[config.mk]
export PLATFORM = sky130hd
export DESIGN_NAME = demux3_buf_flat
export DESIGN_NICKNAME = d
export VERILOG_FILES = /design/src/rtl/demux3_buf_if.sv /design/src/rtl/demux3_buf.sv /design/src/flat_wrapper.sv
export SDC_FILE = /design/constraint.sdc
export NUM_CORES = 1
export LEC_CHECK = 0
export BUFFER_PORTS_ARGS = -buffer_cell sky130_fd_sc_hd__clkbuf_2
export CORE_MARGIN = 3
export CORE_UTILIZATION = 38
export CTS_CLUSTER_DIAMETER = 30
export DETAILED_ROUTE_END_ITERATION = 8
export HOLD_SLACK_MARGIN = 0.06
export PLACE_DENSITY = 0.65
export SYNTH_ARGS = -nofsm -noshare
export SYNTH_HDL_FRONTEND = slang
export SYNTH_SLANG_ARGS = --single-unit
[constraint.sdc]
create_clock -name clk -period 1.3 [get_ports clk]
set_input_delay 0.26 -clock clk [delete_from_list [all_inputs] [get_ports clk]]
set_output_delay 0.26 -clock clk [all_outputs]
set_load 0.01 [all_outputs]
[src/rtl/demux3_buf_if.sv]
// Handshake bundle for demux3_buf: one shared producer port and three
// independent consumer ports, each a valid/ready pair.
interface demux3_buf_if #(
   parameter int WIDTH = 8
);
   logic [WIDTH-1:0] d;
   logic [1:0]       s;
   logic             in_valid;
   logic             in_ready;
   logic [WIDTH-1:0] y0;
   logic [WIDTH-1:0] y1;
   logic [WIDTH-1:0] y2;
   logic             v0;
   logic             v1;
   logic             v2;
   logic             r0;
   logic             r1;
   logic             r2;

   // Environment side: drives the producer word and the consumer readies.
   modport master (
      output d, s, in_valid, r0, r1, r2,
      input  in_ready, y0, y1, y2, v0, v1, v2
   );

   // Block side.
   modport slave (
      input  d, s, in_valid, r0, r1, r2,
      output in_ready, y0, y1, y2, v0, v1, v2
   );
endinterface

[src/rtl/demux3_buf.sv]
// Registered 1-to-3 demux into single-entry buffers; a word is visible the cycle after acceptance.
// in_ready drops only when the selected buffer is full and its consumer stalls; other channels keep flowing.
module demux3_buf #(
   parameter int WIDTH = 8
) (
   input  logic        clk,
   input  logic        reset,
   demux3_buf_if.slave bus
);

   logic [WIDTH-1:0] r_y0;
   logic [WIDTH-1:0] r_y1;
   logic [WIDTH-1:0] r_y2;
   logic             r_v0;
   logic             r_v1;
   logic             r_v2;

   logic [2:0]       w_sel_oh;
   logic [2:0]       w_ch_rdy;
   logic             w_in_ready;
   logic [2:0]       w_fill;
   logic [2:0]       w_drain;

   // s=3 aliases channel 2 because s[1] is tested first.
   always_comb begin
      w_sel_oh = 3'b000;
      if (bus.s[1])
         w_sel_oh = 3'b100;
      else if (bus.s[0])
         w_sel_oh = 3'b010;
      else
         w_sel_oh = 3'b001;
   end

   assign w_ch_rdy   = {(!r_v2 | bus.r2), (!r_v1 | bus.r1), (!r_v0 | bus.r0)};
   assign w_in_ready = !reset & ((w_sel_oh & w_ch_rdy) != 3'b000);
   assign w_fill     = (bus.in_valid & w_in_ready) ? w_sel_oh : 3'b000;
   assign w_drain    = {(r_v2 & bus.r2), (r_v1 & bus.r1), (r_v0 & bus.r0)};

   // A fill takes priority over a drain so pass-through keeps v high.
   always_ff @(posedge clk or posedge reset) begin
      if (reset) begin
         r_y0 <= '0;
         r_y1 <= '0;
         r_y2 <= '0;
         r_v0 <= 1'b0;
         r_v1 <= 1'b0;
         r_v2 <= 1'b0;
      end else begin
         if (w_fill[0]) begin
            r_y0 <= bus.d;
            r_v0 <= 1'b1;
         end else if (w_drain[0]) begin
            r_v0 <= 1'b0;
         end

         if (w_fill[1]) begin
            r_y1 <= bus.d;
            r_v1 <= 1'b1;
         end else if (w_drain[1]) begin
            r_v1 <= 1'b0;
         end

         if (w_fill[2]) begin
            r_y2 <= bus.d;
            r_v2 <= 1'b1;
         end else if (w_drain[2]) begin
            r_v2 <= 1'b0;
         end
      end
   end

   assign bus.in_ready = w_in_ready;
   assign bus.y0       = r_y0;
   assign bus.y1       = r_y1;
   assign bus.y2       = r_y2;
   assign bus.v0       = r_v0;
   assign bus.v1       = r_v1;
   assign bus.v2       = r_v2;

endmodule

[src/flat_wrapper.sv]
// flat-port wrapper written by rule: the top's interface ports become plain ports
module demux3_buf_flat 
#(
   parameter int WIDTH = 8
)
  (clk, reset, bus_d, bus_s, bus_in_valid, bus_r0, bus_r1, bus_r2, bus_in_ready, bus_y0, bus_y1, bus_y2, bus_v0, bus_v1, bus_v2);
  demux3_buf_if #(.WIDTH(WIDTH)) bus_i ();
  input  logic clk;
  input  logic reset;
  input wire logic [$bits(bus_i.d)-1:0] bus_d;
  input wire logic [$bits(bus_i.s)-1:0] bus_s;
  input wire logic [$bits(bus_i.in_valid)-1:0] bus_in_valid;
  input wire logic [$bits(bus_i.r0)-1:0] bus_r0;
  input wire logic [$bits(bus_i.r1)-1:0] bus_r1;
  input wire logic [$bits(bus_i.r2)-1:0] bus_r2;
  output wire logic [$bits(bus_i.in_ready)-1:0] bus_in_ready;
  output wire logic [$bits(bus_i.y0)-1:0] bus_y0;
  output wire logic [$bits(bus_i.y1)-1:0] bus_y1;
  output wire logic [$bits(bus_i.y2)-1:0] bus_y2;
  output wire logic [$bits(bus_i.v0)-1:0] bus_v0;
  output wire logic [$bits(bus_i.v1)-1:0] bus_v1;
  output wire logic [$bits(bus_i.v2)-1:0] bus_v2;
  assign bus_i.d = bus_d;
  assign bus_i.s = bus_s;
  assign bus_i.in_valid = bus_in_valid;
  assign bus_i.r0 = bus_r0;
  assign bus_i.r1 = bus_r1;
  assign bus_i.r2 = bus_r2;
  assign bus_in_ready = bus_i.in_ready;
  assign bus_y0 = bus_i.y0;
  assign bus_y1 = bus_i.y1;
  assign bus_y2 = bus_i.y2;
  assign bus_v0 = bus_i.v0;
  assign bus_v1 = bus_i.v1;
  assign bus_v2 = bus_i.v2;
  demux3_buf #(.WIDTH(WIDTH)) u_core (.clk(clk), .reset(reset), .bus(bus_i));
endmodule
==> results.cfg, run 1 <==
[outcome]
status = finished, violations left
violations = negative setup slack

[sta]
finalClockSkew_ns = 0.000853
max_slew_margin_pct = 80.1
post-route-period-util_pct = 120
hold_violations = 0
tns_ns = -0.262
worst_slew_pin_slew_ns = 0.298
period_needed_ns = 1.56
rsz0062_at_grt = yes
slew_viol_final = 0
setup_ws_ns = -0.262
max_freq_mhz = 640
setup_violations = 1

[cts]
cts-root-buf = clkbuf_4
cts_buffers = 3
cts_tree = yes
clk_latency_ns = 0.31
clkSinkCount = 27
cts.clk_slew.worst_paths_ns = 0.13
htree_levels = 1
clk_path_buf_depth = 2

[cells_and_area]
diodes = 0
syn_to_final_growth_pct = 31.2
drive_gt1_share_pct = 65.3
nets = 141
design_area_um2 = 1440
final_core_util_pct = 54.9

[placement]
pre_cts_ws_ns = -0.128
dp_hpwl_um = 1790
place_congestion = 0.777
portBuffers = 43
placed_area_um2 = 1380

[worst_setup_path]
worstPathMaxFanout = 2
timing.rr.start = u_core.bus.v1$_DFFE_PP0P_
crit_arrival_ns = 1.30
crit_path_start = u_core.bus.v1$_DFFE_PP0P_
startpoint_type = flip-flop
worstPathRequired_ns = 1.04
cp-end-kind = primary output
critPathKind = flip-flop to primary output

[hold_path]
min-delay-start = bus_r2
hold_class = input pin to flip-flop

[global_route]
grt_pass1_wl_um = 3580
grtUsageTotal_pct = 13.6
grt_max_degree = 17
antenna_found_initial = 0
first_global_vias = 821
grt-ovfl-total = 0

[floorplanning]
fp.dieW_um = 59.6
fp-row-count = 18
die_h_um = 59.6
ios = 44
core-area_um2 = 2610
start_util_pct = 41.9
dieArea_um2 = 3560

[synth]
ys_seq_area_share_pct = 61.8
ys_warn_count = 0
ys_ff_latch = 27
synth_nets = 86
synth-edff-count = 0
synth_cell_types = 14
syn_area_per_cell_um2 = 15.6
yosysTopAreaCell = dfrtp_1
async_flop_share_pct = 100
synth_top_area_share_pct = 61.8
mappedNetlistArea_um2 = 1090
synth.top_cells.by_area = dfrtp_1 62%, mux2_2 26%, nand4b_4 2.2%
synth_commonest_cells = 27 x dfrtp_1, 25 x mux2_2, 3 x inv_1, 3 x nand2_1
synthCells = 70
synthFlopType = dfrtp_1
yosysMostFrequentCell = dfrtp_1

[drt]
wl_um = 2210
via_per_inst = 4.82
drtAntennaViolNets = 0
first_pass_iters = 4
routedWlPerCell_um = 14.3
initialDrtViolationCount = 25
vias = 743
drc = 0

[power_and_ir_drop]
leakage_uw = 0.000732
ir_worst_vdd_mv = 0.816
total_power_uw = 1960
powerDensity_nw_per_um2 = 1370

[run]
drv_cap = 0
==> worst paths after layout <==
kind	cells after the start	slack, ns	to
max	4	-0.26	bus_in_ready
min	2	0.14	u_core.bus.v2$_DFFE_PP0P_
max reg2reg	4	0.06	u_core.bus.y1[1]$_DFFE_PP0P_
min reg2reg	1	0.52	u_core.bus.y0[6]$_DFFE_PP0P_
max in group asynchronous	4	0.57	u_core.bus.y0[3]$_DFFE_PP0P_
min in group asynchronous	4	0.53	u_core.bus.v1$_DFFE_PP0P_
==> cells by family (layout without fill, tap and decap cells) <==
logic type | after synthesis | after routing | synth area share [%]
AND/OR/NAND/NOR | 11 | 11 | 8.24
buffers and inverters | 3 | 57 | 1.03
AO/OA/AOI/OAI | 4 | 4 | 3.20
flip-flops | 27 | 27 | 61.8
multiplexers | 25 | 25 | 25.7
==> flip-flops by register name, summed over array words and instances (netlist names) <==
register and flops:
u_core.bus.y0 8, u_core.bus.y1 8, u_core.bus.y2 8, u_core.bus.v0 1, u_core.bus.v1 1, u_core.bus.v2 1
==> cell type report <==
class | count | area [um^2]
flip-flops and latches | 27 | 676
fillers | 236 | 1180
inverters | 3 | 11.3
multi-input cells | 40 | 414
repair buffers | 50 | 270
clock buffers | 4 | 26.3
well taps | 30 | 37.5
==> power breakdown <==
group	internal, uW	switching (uW)
clock network	120	220
logic	277	252
registers	1010	88.3
==> per-layer routing <==
metal  GRT usage [%]  up-vias  part of all wire [%]
li1                -      351                     -
met1            15.4      362                    40
met2            23.8       28                    51
met3            3.92        2                   9.0
met4            5.70        0                  0.36
met5               0        -                     0
==> per-stage QoR <==
| step | hold WS [ns] | cells |
|---|---|---|
| final | 0.140 | 154 |
| after detailed placement | 0.322 | 148 |
| after global routing | 0.116 | 154 |
| after global placement | 0.314 | 148 |
| after CTS | 0.123 | 154 |
| after floorplan | 0.313 | 70 |
==> repair_timing <==
item | CTS | global route
buffers inserted | 1 | 0
endpoints found under the hold margin | 27 | 0
pin swaps | 0 | 1
endpoints found under the setup margin | 1 | 17
resized for setup | 0 | 1
hold buffers | 1 | 0
==> worst max-delay path, cell delays in order (launching register included) <==
cell	delay [ns]
dfrtp_1	0.37
nand2b_1	0.07
mux2_2	0.26
o21a_1	0.17
clkbuf_2	0.12
==> cell usage in the layout, fill, tap and decap left out <==
master,Yosys,final
mux2_2,25,25
nand2b_1,2,2
clkbuf_4,0,3
clkbuf_2,0,43
nand4b_4,1,1
nand3_4,0,1
inv_1,3,3
a31oi_1,1,1
dfrtp_1,27,27
clkbuf_1,0,1
dlygate4sd3_1,0,1
nor2_1,1,1
buf_4,0,6
o21a_1,1,1
nand3b_1,2,2
o21ai_0,1,1
nand2_1,3,3
a21oi_4,1,1
nor2b_4,1,1
Note: power is estimated with default switching activity, not from simulation.
==> run 2: changes to the inputs <==
- BUFFER_PORTS_ARGS: -buffer_cell sky130_fd_sc_hd__clkbuf_2 -> unset
- DONT_BUFFER_PORTS: unset -> 1
- PLACE_DENSITY: 0.65 -> unset
==> run 2 against run 1 <==
  * Critical endpoint unchanged
  * Clock skew rose by 0.012 ns
  * Setup slack improved by 0.030 ns
  * Combinational power fell by 48%
  * Highest routed layer unchanged
  * The run still ends with negative setup slack left
  * Largest cell class unchanged
  * Sequential cell count did not move
==> results.cfg, run 2 (synthesized netlist as in run 1, its figures left out) <==
[outcome]
status = finished, violations left
violations = negative setup slack

[cells_and_area]
final_cells = 120
syn_to_final_growth_pct = 23.0
layout_commonest_cell = dfrtp_1
diodes = 0
nets = 107
drive_gt1_share_pct = 47.8
final_cell_mix = 26 x dfrtp_1, 22 x mux2_2, 7 x dlygate4sd3_1, 6 x buf_4
final_core_util_pct = 51.5

[cts]
cts.clk_slew.worst_paths_ns = 0.14
clk_path_buf_depth = 2
cts_tree = yes
clkSinkCount = 27
cts-root-buf = clkbuf_4
cts_buffers = 3
htree_levels = 1
clk_latency_ns = 0.32

[sta]
setup_ws_ns = -0.232
holdWs_ns = 0.0747
tns_ns = -0.654
slew_viol_final = 0
max_slew_margin_pct = 78.9
post-route-period-util_pct = 118
period_needed_ns = 1.53
max_freq_mhz = 653
rsz0062_at_grt = yes
finalClockSkew_ns = 0.0130
worst_slew_pin_slew_ns = 0.317
setup_violations = 9
hold_violations = 0

[global_route]
grt-ovfl-total = 0
grt_max_degree = 22
first_global_vias = 680
grtUsageTotal_pct = 11.7
grt_pass1_wl_um = 3090
antenna_found_initial = 0

[power_and_ir_drop]
total_power_uw = 1830
ir_worst_vdd_mv = 1.07
leakage_uw = 0.000616
powerDensity_nw_per_um2 = 1360

[worst_setup_path]
crit_arrival_ns = 1.27
critPathKind = flip-flop to primary output
cp-end-kind = primary output
worstPathRequired_ns = 1.04
startpoint_type = flip-flop
reg2reg_slack_ns = -0.08
worstRegToRegCells = 5
worstPathMaxFanout = 2
r2r_end = u_core.bus.y1[2]$_DFFE_PP0P_
timing.rr.start = u_core.bus.v1$_DFFE_PP0P_

[floorplanning]
start_util_pct = 41.9
die_h_um = 59.6
fp.dieW_um = 59.6
ios = 44
core-area_um2 = 2610
fp-row-count = 18
dieArea_um2 = 3560

[drt]
via_per_inst = 5.43
initialDrtViolationCount = 15
routedWlPerCell_um = 18.2
wl_um = 2190
first_pass_iters = 2
drtAntennaViolNets = 0
drc = 0
vias = 651

[placement]
place_congestion = 0.681
dpl.cell_count = 104
portBuffers = 0
dp_hpwl_um = 1510

[hold_path]
hold_class = input pin to flip-flop
min-delay-start = bus_d[5]
whs_path_depth = 1
worstHoldEndpoint = u_core.bus.y0[5]$_DFFE_PP0P_

[run]
drv_cap = 0
## run 2: worst max-delay path by stage
stage | start | cells after the start | endpoint
floorplan | u_core.bus.v1$_DFFE_PP0P_ | 3 | bus_in_ready
global placement | reset | 3 | u_core.bus.y2[1]$_DFFE_PP0P_
detailed placement | reset | 3 | u_core.bus.y2[7]$_DFFE_PP0P_
CTS | u_core.bus.v0$_DFFE_PP0P_ | 3 | bus_in_ready
global route | u_core.bus.v0$_DFFE_PP0P_ | 3 | bus_in_ready
finish | u_core.bus.v0$_DFFE_PP0P_ | 3 | bus_in_ready
## run 2: final cells by class
cell class	count	area, um^2
fill	228	1270
sequential	27	677
multi-input combinational	40	425
clock inverter	1	5.00
timing repair buffer	16	166
clock buffer	3	22.5
inverter	3	11.3
tap	30	37.5
## run 2: per-layer routing
layer	vias up	GRT usage (%)	wire length [um]	part of all wire [%]
li1	287	-	-	-
met1	332	13.0	872	40
met2	30	19.9	1070	49
met3	2	5.88	231	11
met4	0	2.85	19	0.87
met5	-	0	0	0
## run 2: where the power goes
part	switching [uW]	internal (uW)	total [uW]
Sequential	196	1010	1200
Clock	233	115	348
Combinational	92.5	183	276
Total	521	1310	1830
## run 2: critical path, stage by stage, from the launching register on
cell and delay (ns):
dfrtp_1 0.38, nand2b_1 0.09, mux2_4 0.28, o21a_1 0.21
## run 2: repair_timing
action	CTS	global route
hold buffers	3	4
hold endpoints to repair	29	9
resized for setup	2	4
buffers inserted	2	3
cloned	0	0
setup endpoints to repair	1	12
pin swaps	1	3
## run 2: per-stage QoR
stage | setup WS [ns] | area [um^2]
after CTS | -0.251 | 1260
after global placement | 0.0613 | 1170
final | -0.232 | 1350
after detailed placement | 0.0359 | 1170
after global routing | -0.282 | 1350
after floorplan | 0.0802 | 1090
